**config.mk**
```make
export PLATFORM = sky130hd
export DESIGN_NAME = wf_bram_fifo_ctrl
export DESIGN_NICKNAME = d
export VERILOG_FILES = /design/src/rtl/wf_bram_fifo_ctrl.sv
export SDC_FILE = /design/constraint.sdc
export NUM_CORES = 1
export LEC_CHECK = 0
export CAP_MARGIN = 20
export CORE_MARGIN = 3
export CORE_UTILIZATION = 45
export CTS_CLUSTER_SIZE = 8
export DETAILED_ROUTE_END_ITERATION = 8
export PLACE_DENSITY = 0.84
export SYNTH_ARGS = -nofsm -noshare
export SYNTH_HDL_FRONTEND = slang
export SYNTH_SLANG_ARGS = --single-unit
```
**constraint.sdc**
```tcl
create_clock -name clk -period 8.05 [get_ports clk]
set_input_delay 0.805 -clock clk [delete_from_list [all_inputs] [get_ports clk]]
set_output_delay 0.805 -clock clk [all_outputs]
set_load 0.01 [all_outputs]
```
**src/rtl/wf_bram_fifo_ctrl.sv**
```systemverilog
// 256x16 first-word-fall-through FIFO controller wrapped around a BRAM with one-cycle registered read.
// A two-entry head/skid buffer hides the read latency so a steady stream moves one word per clock.
module wf_bram_fifo_ctrl (
  input  logic        clk,
  input  logic        reset,
  input  logic        in_valid,
  output logic        in_ready,
  input  logic [15:0] in_data,
  output logic        out_valid,
  input  logic        out_ready,
  output logic [15:0] out_data,
  output logic [8:0]  count,
  output logic        bram_wen,
  output logic [7:0]  bram_waddr,
  output logic [15:0] bram_wdata,
  output logic        bram_ren,
  output logic [7:0]  bram_raddr,
  input  logic [15:0] bram_rdata
);

  logic [7:0]  wr_ptr_q, wr_ptr_d;
  logic [7:0]  rd_ptr_q, rd_ptr_d;
  logic [8:0]  mem_cnt_q, mem_cnt_d;
  logic        rd_inflight_q, rd_inflight_d;
  logic [1:0]  buf_cnt_q, buf_cnt_d;
  logic [15:0] head_q, head_d;
  logic [15:0] skid_q, skid_d;
  logic [8:0]  count_q, count_d;

  logic        push, pop, rd_issue;
  logic [2:0]  occ;
  logic [1:0]  drained;

  always_comb begin
    in_ready  = !reset && (count_q != 9'd256);
    out_valid = (buf_cnt_q != 2'd0);
    push      = in_valid && in_ready;
    pop       = out_valid && out_ready;

    // Words already committed to the buffer once this cycle's pop is taken out.
    occ      = {1'b0, buf_cnt_q} + {2'b00, rd_inflight_q} - {2'b00, pop};
    rd_issue = !reset && (mem_cnt_q != 9'd0) && (occ < 3'd2);

    wr_ptr_d      = wr_ptr_q + {7'd0, push};
    rd_ptr_d      = rd_ptr_q + {7'd0, rd_issue};
    mem_cnt_d     = mem_cnt_q + {8'd0, push} - {8'd0, rd_issue};
    rd_inflight_d = rd_issue;

    drained   = buf_cnt_q - {1'b0, pop};
    buf_cnt_d = drained + {1'b0, rd_inflight_q};
    head_d    = head_q;
    skid_d    = skid_q;
    if (pop) begin
      head_d = skid_q;
    end
    // Returning read data lands wherever the first free slot is after the pop.
    if (rd_inflight_q) begin
      if (drained == 2'd0) begin
        head_d = bram_rdata;
      end else begin
        skid_d = bram_rdata;
      end
    end

    count_d = mem_cnt_d + {8'd0, rd_inflight_d} + {7'd0, buf_cnt_d};

    out_data   = head_q;
    count      = count_q;
    bram_wen   = push;
    bram_waddr = wr_ptr_q;
    bram_wdata = in_data;
    bram_ren   = rd_issue;
    bram_raddr = rd_ptr_q;
  end

  always_ff @(posedge clk) begin
    if (reset) begin
      wr_ptr_q      <= 8'd0;
      rd_ptr_q      <= 8'd0;
      mem_cnt_q     <= 9'd0;
      rd_inflight_q <= 1'b0;
      buf_cnt_q     <= 2'd0;
      head_q        <= 16'd0;
      skid_q        <= 16'd0;
      count_q       <= 9'd0;
    end else begin
      wr_ptr_q      <= wr_ptr_d;
      rd_ptr_q      <= rd_ptr_d;
      mem_cnt_q     <= mem_cnt_d;
      rd_inflight_q <= rd_inflight_d;
      buf_cnt_q     <= buf_cnt_d;
      head_q        <= head_d;
      skid_q        <= skid_d;
      count_q       <= count_d;
    end
  end

endmodule
```
==> impl_results.md <==
* Hpwl dp at 5.047 mm
* Placer congestion estimate at 0.8203
* Antenna Cells at 0
* RSZ-0062 raised after global routing: false
* Power per Cell Area at 420.6 mW/mm2
* FMAX at 0.1905 GHz
* Critical Path Max Stage Delay at 0.54 ns
* CTS Buf Count at 9
* Starting DRT DRC Count at 92
* Worst path slowest cell: nor4b_1
* Worst-path fanout max at 10
* Synth Flop Type: dfxtp_1
* CP endpoint kind: flip-flop
* Fin crit share at 65.21%
* Vias per inst at 5.098
* CORE AREA at 0.007057 mm2
* Unique masters post-synth at 48
* Routed WL at 7.267 mm
* Hold-fix buffers, CTS at 0
* Final setup viols at 0
* Initial antenna violation count at 0
* WP data required at 8.28 ns
* Total I/O pin count at 97
* Setup_tns at 0 ns
* FF-to-FF path depth at 16
* Die width at 92.76 um
* R2r endpoint: count[8]
* Util after Layout at 59.13%
* Ys Warns at 0
* Synthesis-to-finish area growth at 23.20%
* Nets@finish at 481
* FP Rows at 30
* Post-Layout Cell Count at 522
* First-pass DRT Iterations at 5
* Crit-path cells: clkdlybuf4s50_1 > o21ai_2 > mux2i_1 > nand2_1 > fa_1 > xor2_1 > nor4b_1 > ha_1 > inv_1 > ha_1 > fa_1 > inv_1 > fa_1 > nor2_1 > nand4_1 > nor3_2 > mux2_4
* Crit start category: primary input
* Setup crit end: count[8]
* Post-CTS Repair Setup Buffers at 0
* Starting density of the core at 48.00%
* Drt wl/cell at 13.92 um
* Synth Register Bits at 69
* Static leakage at 1.699 nW
* Max-slew violation count at 0
* Crit path top cell by count: fa_1
* Top cell type's share of synthesized area at 40.78%
* Routed via count at 2661
* CTS Buffer Depth at 2
* Register area share after synthesis at 40.78%
* CTS tree: built
* Largest net degree at the start of global routing at 72
* Peak VDD IR at 205.7 uV
* Max-Cap Viols at 0
* Global Route Usage Sum at 17.48%
* Syn Nets at 434
* Post-Place Cells at 504
* First-pass GRT wire length at 12.10 mm
* Final hold viol count at 0
* PortBufs at 64
* Vias in the first global route at 2551
* Crit path kind: in -> reg
* Slew HR at 31.01%
* Total gr overflow at 0
* Asr flop ratio synth at 0%
* Antenna viol nets, final at 0
* CP Data Arrival Time at 5.48 ns
* CP Launch Point: out_ready
* DIE AREA at 0.008603 mm2
* Synth area leaders: dfxtp_1, ha_1, nor2_1, mux2i_1, nand2_1
* TritonCTS Sinks at 69
* R2r startpoint: buf_cnt_q[1]
* Dpl ws at 2.271 ns
* Clock Latency Late Sink at 0.34 ns
* Die H at 92.76 um
* Area of the mapped netlist at 0.003387 mm2
* Post-synthesis cell count at 375
* EDFF count, synth at 0
* Worst-Margin Slew at 1.032 ns
* DRC Markers at 0
* CTS root buf: clkbuf_8
* Avg Synthesized Cell Area at 9.032 um2
* Final Skew at 0.008101 ns
* Post-layout min period at 5.249 ns
* CTS resizes at 0
* Post-route worst setup slack at 2.801 ns
* Status: complete, no violations
* Area leader, netlist: dfxtp_1
* R2R setup slack at 3.21 ns
* Layout cell share with drive strength beyond 1 at 8.216%
* Clk pin slew, worst setup/hold paths at 0.07 ns
* Min-delay worst type: reg -> reg
* Total chip power at 0.001755 W
* CTS H-tree lvls at 3
-- Yosys cell counts (2+ instances only) --
cell type	number
dfxtp_1	69
nor2_1	51
nand2_1	37
a21oi_1	21
ha_1	19
inv_1	19
buf_4	17
mux2i_1	17
a211oi_1	16
xnor2_1	13
xor2_1	12
nand3_1	9
clkbuf_1	7
nor2b_1	7
buf_2	5
and3_1	4
fa_1	4
a21oi_2	3
nand4_1	3
nor3_1	3
nor4b_1	3
buf_1	2
nand2b_1	2
nand4b_1	2
o211ai_1	2
o21ai_1	2
o21ai_2	2
or2_2	2
or3_1	2
xor2_2	2
-- sequential cells by signal (all words and copies together), names as in the netlist --
register / count
buf_cnt_q: 2
skid_q: 16
count: 9
mem_cnt_q: 9
bram_waddr: 8
rd_inflight_q: 1
out_data: 16
bram_raddr: 8
-- logic make-up (layout without fill, tap and decap cells) --
logic type | Yosys count | after routing | share of synthesized area (%)
AOI/OAI and AO/OA | 53 | 53 | 10.45
xor gates and xnor gates | 27 | 27 | 7.425
adders and majority gates | 23 | 23 | 9.383
buffers and inverters | 51 | 102 | 7.758
DFF | 69 | 69 | 40.78
muxes | 19 | 19 | 5.800
and+or+nand+nor | 133 | 133 | 18.40
-- layout make-up --
| type | instances | area (um2) |
|---|---|---|
| clock buffer | 10 | 127.6 |
| clock inverter | 5 | 52.55 |
| fill | 631 | 2884 |
| inverter | 19 | 71.32 |
| multi-input combinational | 255 | 1747 |
| sequential | 69 | 1381 |
| tap | 96 | 120.1 |
| timing repair buffer | 68 | 673.1 |
-- worst min path at each step --
| stage | from | endpoint | slack (ns) | depth (start not counted) |
|---|---|---|---|---|
| global placement | skid_q[15] | skid_q[15] | 0.44 | 2 |
| floorplan | skid_q[0] | skid_q[0] | 0.44 | 2 |
| CTS | skid_q[0] | skid_q[0] | 0.46 | 2 |
| finish | skid_q[7] | skid_q[7] | 0.46 | 2 |
| global route | skid_q[0] | skid_q[0] | 0.47 | 2 |
| detailed placement | skid_q[0] | skid_q[0] | 0.45 | 2 |
-- power by group --
part	switching [W]	total (W)	internal [W]
registers	0.0000578	0.000504	0.000446
logic	0.000529	0.000983	0.000454
clock network	0.000129	0.000269	0.000140
total	0.000715	0.00176	0.00104
-- stage by stage --
stage	hold WS (ns)	cell area (um2)
after global routing	0.4727	4173
after detailed placement	0.4480	3963
after CTS	0.4580	4143
final	0.4592	4173
after global placement	0.4408	3963
after floorplan	0.4357	3387
-- critical path, delay by kind of cell --
kind                     cells  cell delay, ns
AO/OA/AOI/OAI                1            0.20
buffers and inverters        3            0.64
multiplexers                 2            0.65
XOR/XNOR                     1            0.16
adder cells (fa/ha/maj)      5            1.78
AND/OR/NAND/NOR              5            1.25
-- placed cells by master (no fill, tap or decap), types with 2 or more instances in the layout --
cell type	netlist	routed
nor4b_1	3	3
clkdlybuf4s50_1	0	63
o211ai_1	2	2
a21oi_1	21	21
nor3_1	3	3
a21oi_2	3	3
ha_1	19	19
nand4b_1	2	2
inv_1	19	19
mux2i_1	17	17
xor2_2	2	2
or2_2	2	2
xor2_1	12	12
and3_1	4	4
nand2_1	37	37
fa_1	4	4
nor2_1	51	51
nor2b_1	7	7
clkbuf_8	0	9
o21ai_2	2	3
dfxtp_1	69	69
or3_1	2	2
xnor2_1	13	13
nand2b_1	2	2
nand4_1	3	3
buf_4	17	3
clkinv_2	0	3
a211oi_1	16	16
nand3_1	9	9
-- layer usage --
metal / GRT usage, % / part of all wire [%] / wire length (um) / vias to the layer above
met2: 27.25 / 46 / 3359 / 67
met3: 6.336 / 7.2 / 523 / 14
met4: 5.983 / 1.2 / 88 / 0
met1: 22.39 / 45 / 3295 / 1247
li1: - / - / - / 1333
met5: 0 / 0 / 0 / -
Power figures use the tool's default switching activity.
